==> src/rtl/conv_core_engine.sv <==
// Linear convolution engine: Z[n] = sum_k X[k]*Y[n-k], one MAC per two cycles.
// CONV_CORE_SAT_EN selects signed operands with a wide accumulator and saturated output.
module conv_core_engine #(
  parameter int DATA_W = 32,
  parameter int AX_W   = 5,
  parameter int AZ_W   = 6
) (
  input  logic              clk,
  input  logic              rst_a,
  input  logic              en_s,
  input  logic              start,
  input  logic [AX_W-1:0]   size_x,
  input  logic [AX_W-1:0]   size_y,
  output logic              rd_x,
  output logic [AX_W-1:0]   addr_x,
  input  logic [DATA_W-1:0] data_x,
  output logic              rd_y,
  output logic [AX_W-1:0]   addr_y,
  input  logic [DATA_W-1:0] data_y,
  output logic              we_z,
  output logic [AZ_W-1:0]   addr_z,
  output logic [DATA_W-1:0] data_z,
  output logic              busy,
  output logic              done
);

  typedef enum logic [2:0] {
    S_IDLE, S_SETUP, S_FETCH, S_MAC, S_WRITE, S_DONE
  } state_t;

  localparam logic [AX_W-1:0] X_ONE = {{(AX_W-1){1'b0}}, 1'b1};
  localparam logic [AZ_W-1:0] Z_ONE = {{(AZ_W-1){1'b0}}, 1'b1};
  localparam logic [AZ_W-1:0] Z_TWO = {{(AZ_W-2){1'b0}}, 2'b10};

  state_t            r_state, w_state_nxt;
  logic [AX_W-1:0]   r_sx, r_sy, r_k, r_kmax;
  logic [AZ_W-1:0]   r_n;
  logic [AX_W-1:0]   w_kmin, w_kmax;
  logic [AZ_W-1:0]   w_sx_ext, w_sy_ext;
  logic              w_last_n, w_last_k, w_zero;
  logic [DATA_W-1:0] w_result;

`ifdef CONV_CORE_SAT_EN
  localparam int ACC_W = 2*DATA_W + AX_W;
  localparam logic signed [ACC_W-1:0] SMAX = {{(ACC_W-DATA_W+1){1'b0}}, {(DATA_W-1){1'b1}}};
  localparam logic signed [ACC_W-1:0] SMIN = {{(ACC_W-DATA_W+1){1'b1}}, {(DATA_W-1){1'b0}}};
  logic signed [ACC_W-1:0]    r_acc, w_acc_nxt;
  logic signed [2*DATA_W-1:0] w_xs, w_ys, w_prod;

  assign w_xs      = $signed(data_x);
  assign w_ys      = $signed(data_y);
  assign w_prod    = w_xs * w_ys;
  assign w_acc_nxt = r_acc + w_prod;

  always_comb begin
    if (r_acc > SMAX)      w_result = SMAX[DATA_W-1:0];
    else if (r_acc < SMIN) w_result = SMIN[DATA_W-1:0];
    else                   w_result = r_acc[DATA_W-1:0];
  end
`else
  logic [DATA_W-1:0] r_acc, w_acc_nxt;

  assign w_acc_nxt = r_acc + data_x * data_y;
  assign w_result  = r_acc;
`endif

  assign w_sx_ext = {{(AZ_W-AX_W){1'b0}}, r_sx};
  assign w_sy_ext = {{(AZ_W-AX_W){1'b0}}, r_sy};
  assign w_zero   = (size_x == '0) || (size_y == '0);
  assign w_last_n = (r_n == w_sx_ext + w_sy_ext - Z_TWO);
  assign w_last_k = (r_k == r_kmax);

  // Both bounds fit in AX_W bits, so modular AX_W arithmetic gives exact values.
  assign w_kmin = (r_n >= w_sy_ext) ? (r_n[AX_W-1:0] + X_ONE - r_sy) : '0;
  assign w_kmax = (r_n <  w_sx_ext) ? r_n[AX_W-1:0] : (r_sx - X_ONE);

  always_comb begin
    w_state_nxt = r_state;
    case (r_state)
      S_IDLE:  if (start) w_state_nxt = w_zero ? S_DONE : S_SETUP;
      S_SETUP: w_state_nxt = S_FETCH;
      S_FETCH: w_state_nxt = S_MAC;
      S_MAC:   w_state_nxt = w_last_k ? S_WRITE : S_FETCH;
      S_WRITE: w_state_nxt = w_last_n ? S_DONE : S_SETUP;
      S_DONE:  w_state_nxt = S_IDLE;
      default: w_state_nxt = S_IDLE;
    endcase
  end

  always_ff @(posedge clk) begin
    if (rst_a) begin
      r_state <= S_IDLE;
      r_sx    <= '0;
      r_sy    <= '0;
      r_k     <= '0;
      r_kmax  <= '0;
      r_n     <= '0;
      r_acc   <= '0;
    end else if (en_s) begin
      r_state <= w_state_nxt;
      case (r_state)
        S_IDLE: if (start) begin
          r_sx <= size_x;
          r_sy <= size_y;
          r_n  <= '0;
        end
        S_SETUP: begin
          r_k    <= w_kmin;
          r_kmax <= w_kmax;
          r_acc  <= '0;
        end
        S_MAC: begin
          r_acc <= w_acc_nxt;
          if (!w_last_k) r_k <= r_k + X_ONE;
        end
        S_WRITE: if (!w_last_n) r_n <= r_n + Z_ONE;
        default: ;
      endcase
    end
  end

  // Strobes are gated by en_s so a frozen engine never touches memory.
  always_comb begin
    rd_x   = 1'b0;
    rd_y   = 1'b0;
    addr_x = '0;
    addr_y = '0;
    we_z   = 1'b0;
    addr_z = '0;
    data_z = '0;
    busy   = (r_state != S_IDLE);
    done   = (r_state == S_DONE);
    if (r_state == S_FETCH) begin
      rd_x   = en_s;
      rd_y   = en_s;
      addr_x = r_k;
      addr_y = r_n[AX_W-1:0] - r_k;
    end
    if (r_state == S_WRITE) begin
      we_z   = en_s;
      addr_z = r_n;
      data_z = w_result;
    end
  end

endmodule
==> config.mk <==
export PLATFORM = sky130hd
export DESIGN_NAME = conv_core_engine
export DESIGN_NICKNAME = d
export VERILOG_FILES = /design/src/rtl/conv_core_engine.sv
export SDC_FILE = /design/constraint.sdc
export NUM_CORES = 1
export LEC_CHECK = 0
export CORE_MARGIN = 2
export CORE_UTILIZATION = 35
export DETAILED_ROUTE_END_ITERATION = 16
export PLACE_DENSITY = 0.64
export RECOVER_POWER = 100
export SLEW_MARGIN = 20
export SYNTH_ARGS = -nofsm -noshare
export SYNTH_HDL_FRONTEND = slang
export SYNTH_SLANG_ARGS = --single-unit
==> constraint.sdc <==
create_clock -name clk -period 8 [get_ports clk]
set_clock_uncertainty 0.05 [all_clocks]
set_input_delay 1.2 -clock clk [delete_from_list [all_inputs] [get_ports clk]]
set_output_delay 1.2 -clock clk [all_outputs]
set_load 0.005 [all_outputs]
Yosys cells after proc, flatten, opt, wreduce, memory -nomap -nowiden
Cells that the tools add are included.
W data, S select, Z words.
{ "word_totals": {"regBits": 61, "in_bits": 78, "output_inout_bits": 53, "elab_cells": 61} }
{ "op_classes": {"add_sub_neg": 9, "mul": 1, "n_lt_le_gt_ge": 2, "eq_ne": 10, "mux": 19, "n_reduce_logical": 13} }
{ "op_table": {"columns": ["op", "n"], "rows": [
  ["$pmux W32 S2", 1],
  ["$add A32 B32 Y32", 1],
  ["$mul A32 B32 Y32", 1],
  ["$mux W32", 1],
  ["$mux W5", 5],
  ["$mux W6", 3],
  ["$pmux W3 S5", 1],
  ["$mux W3", 4],
  ["$pmux W6 S2", 1],
  ["$add A5 B1 Y5 const B", 2],
  ["$logic_not A5 Y1", 2],
  ["$pmux W5 S2", 1],
  ["$sub A5 B5 Y5", 2],
  ["$add A5 B5 Y6", 1],
  ["$add A6 B1 Y6 const B", 1],
  ["$eq A3 B2 Y1 const B", 2],
  ["$eq A3 B3 Y1 const B", 2],
  ["$eq A6 B6 Y1", 1],
  ["$ge A6 B5 Y1", 1],
  ["$lt A6 B5 Y1", 1],
  ["$ne A2 B2 Y1 const B", 3],
  ["$reduce_and A2 Y1", 3],
  ["$reduce_and A3 Y1", 2],
  ["$sub A6 B2 Y6 const B", 1],
  ["other kinds (9)", 11]
]} }

Depth between registers and ports, before layout
{ "logic_depth": {"depth_word": 5, "ltp_mapped": 29, "mapped_depth_nobuf": 27} }

Worst setup path after synthesis
OpenSTA, ideal clock, no wires.
{ "synth_path": {"path_type": "input to register", "start": "in data_x[12]", "end": "reg r_acc[30]", "setup_ps": 117, "arrival_ps": 7791, "required_time_ps": 7833, "setup_slack_ps": 42, "path_stages": 27, "n_path_buf": 2, "cell_sequence": "clkbuf_1 -> clkbuf_1 -> and2_1 -> fa_1 -> fa_1 -> fa_1 -> inv_1 -> fa_1 -> inv_1 -> fa_1 -> inv_1 -> fa_1 -> inv_1 -> fa_1 -> inv_1 -> fa_1 -> inv_1 -> ha_1 -> a21o_1 -> a21oi_1 -> nor2b_1 -> o211ai_1 -> a21oi_1 -> a2111oi_2 -> a21oi_1 -> or3_1 -> a32o_1"} }
{ "synth_between": {"elab_chain_cells": 3} }
{ "synth_lines": {"columns": ["element", "line", "source"], "rows": [
  ["start: declaration", "16", "input logic [DATA_W-1:0] data_x,"],
  ["$mul A32 B32 Y32", "63", "assign w_acc_nxt = r_acc + data_x * data_y;"],
  ["$add A32 B32 Y32", "63", null],
  ["$pmux W32 S2", "101", "case (r_state)"],
  ["end signal: assignment", "113", "r_acc <= w_acc_nxt;"],
  ["end: declaration", "61", "logic [DATA_W-1:0] r_acc, w_acc_nxt;"]
]} }
Every way passes these cells.
A chain may end at the register's enable or synchronous reset.

Final worst setup path
{ "layout_path": {"start": "in data_y[4]", "end": "reg r_acc[30]"} }
{ "layout_between": {"elab_chain_cells": 3} }
{ "layout_lines": {"columns": ["element", "line", "source"], "rows": [
  ["start: declaration", "19", "input logic [DATA_W-1:0] data_y,"],
  ["$mul A32 B32 Y32", "63", null],
  ["$add A32 B32 Y32", "63", null],
  ["$pmux W32 S2", "101", null]
]} }
Every way passes these cells.

==> metrics <==
fmax approximately 130 MHz; Final Max Tran Viols just over 50; Yosys warning count 0; CTS root buffer clkbuf_16; die area 60110 um^2; most frequent cells in the layout inv_1, fa_1, and2_1, nand2_1, buf_4; cts bufs inserted 9; Die H roughly 250 um; CP Class input port to flip-flop; Max clock buf depth 2; synth-to-layout area growth 22.30%; I/O Pins ~130; period utilisation layout about 98%; initial antenna violation count 0; pin count of the biggest net entering global routing slightly above 50; placer congestion estimate just under 0.9; hold depth 2; total core area around 58000 um^2; WP data required roughly 8 ns; crit start category input port; Synth top area share a little over two fifths; post-synthesis sequential area ratio ~6.0%; Total GRT Usage between 10% and 20%; PnR worst setup slack about 0.13 ns; crit end category flip-flop; Avg Cell Area, Syn 8.767 um^2; Post-Layout Cell Count 3329; commonest non-fill, non-tap cell in the layout inv_1; Place WS -0.5912 ns; Die X approximately 250 um; placed instance count 3298; clock slew at reported path FFs 0.05 ns; # diodes 0; maxcap violations 1; Starting Density 35.35%; setup violators final 0; CTS Hold Bufs 0; DR DRC count 0; clk sinks between 60 and 70; Gate Count Post-Synth ~2300; row cnt ~90; syn nets between 2000 and 3000; dpl hpwl approximately 50000 um; Min-Delay Path Class flip-flop to flip-flop; worst slew pin tran ~1.7 ns; fraction of registers with async set or reset after synthesis 0%; Synth area leader fa_1; WP data arrival around 8 ns; layout cells sized above 1 between 10% and 20%; CTS H-tree lvls 3; Post-synth EDFFs 0; unrepaired setup endpoints after global routing yes; Congestion Overflow GR 0; synthesized cell area 20360 um^2; 1st-iter DRT viols a little over 900; vias in the first global route approximately 17000; DR vias/cell between 4 and 5; path depth of the worst reg2reg path 22; Relative slew margins -15.76%; first-pass GRT wire length 94280 um; status complete, but fails checks; Critical Path Fanout Max 5; vias ~16000; Wirelength per Cell roughly 17 um; Netlist cell types 52; Buffers on Ports 130; Final nets 3233; failing checks capacitance limit, slew limit; min cycle time layout 7.868 ns; Synth Flop Type dfxtp_1; CTS tree built; final hold vios 0; FF+latch count, synth 61; 1st-pass router iterations 5; Routed Antenna Nets 0; Total Routed Length between 50000 and 60000 um; Synth area leaders fa_1, and2_1, inv_1; Worst-Skew Late Latency about 0.34 ns
cell usage after synthesis, types with 3 or more instances:
library cell and n:
inv_1 527, fa_1 442, and2_1 317, nand2_1 250
ha_1 154, clkbuf_1 116, xnor2_1 82, nor2_1 77
dfxtp_1 61, a21oi_1 50, and3_1 48, xor2_1 33
a22oi_1 26, o21ai_0 25, a21o_1 13, nand3_1 9
nand2b_1 7, o211ai_1 7, o21a_1 7, a22o_1 6
nor3_1 6, o21ai_1 6, a211oi_1 5, a32o_1 5
nor2b_1 5, a31oi_1 3, or3_1 3, or4_1 3
through the flow:
stage          instance area [um^2]  hold slack (ns)   TNS, ns  util [%]
2_1_floorplan                 20360           0.3863         0         -
3_3_place_gp                  23910           0.3993    -3.712     41.52
3_5_place_dp                  23910           0.4073    -3.933     41.52
4_1_cts                       24430           0.4142  -0.01994     42.43
5_1_grt                       24900           0.4541  -0.05451     43.23
6_report                      24900           0.4144         0     43.23
repair_timing:
item,4_1_cts,5_1_grt
resized for setup,32,131
pin swaps,22,77
gates cloned,1,4
endpoints found under the setup margin,7,12
setup buffers,3,8
cells by family (layout without fill, tap and decap cells):
kind of cell / after synthesis / count (layout) / synth area share [%]
simple gates: 733 / 733 / 18.48
buf+inv: 644 / 886 / 11.89
fa+ha+maj: 596 / 596 / 52.93
compound gates: 170 / 170 / 5.593
xor+xnor: 115 / 115 / 4.948
flops: 61 / 61 / 5.999
mux: 3 / 3 / 0.1598
state kept, by name (all words and copies together), names as in the netlist:
signal / cells
r_sx: 5
r_acc: 32
r_sy: 5
r_k: 5
r_n: 6
r_kmax: 5
r_state: 3
layer usage:
metal	wire, um	vias up	part of all wire [%]	track usage [%]
met5	0	-	0	0
met3	2716	68	4.7	2.624
met1	26240	8143	45	27.19
li1	-	7315	-	-
met2	27940	363	48	33.28
met4	1180	0	2.0	4.143
worst paths after layout:
| kind | to | slack, ns | from |
|---|---|---|---|
| max reg2reg | r_acc[30] | 0.95 | r_acc[21] |
| max | r_acc[30] | 0.13 | data_y[4] |
| min | r_sy[4] | 0.41 | r_sy[4] |
| min reg2reg | r_sy[4] | 0.41 | r_sy[4] |
area by class of cell:
type | count | area, um^2
Multi-Input combinational cell | 1617 | 17030
Tap cell | 765 | 957.2
Timing Repair Buffer | 343 | 3383
Fill cell | 5556 | 32690
Clock inverter | 4 | 70.07
Clock buffer | 12 | 256.5
Sequential cell | 61 | 1221
Inverter | 527 | 1978
critical path: stages:
cell and delay [ns]:
buf_6 0.12, buf_12 0.14, buf_4 0.14, and2_4 0.15, fa_1 0.46, fa_1 0.50, fa_1 0.52, inv_1 0.06
fa_1 0.53, inv_1 0.06, fa_1 0.49, inv_1 0.05, fa_1 0.49, inv_1 0.06, fa_1 0.49, inv_1 0.05
fa_1 0.48, inv_1 0.05, ha_2 0.17, a21o_1 0.18, a21oi_2 0.11, nor2b_1 0.06, o211ai_1 0.25, a21oi_2 0.12
a2111oi_4 0.37, a21oi_2 0.11, or3_1 0.38, a32o_1 0.27
Power is not shown: default switching activity piles up to over one toggle a cycle in this logic, so the estimate is an artifact.
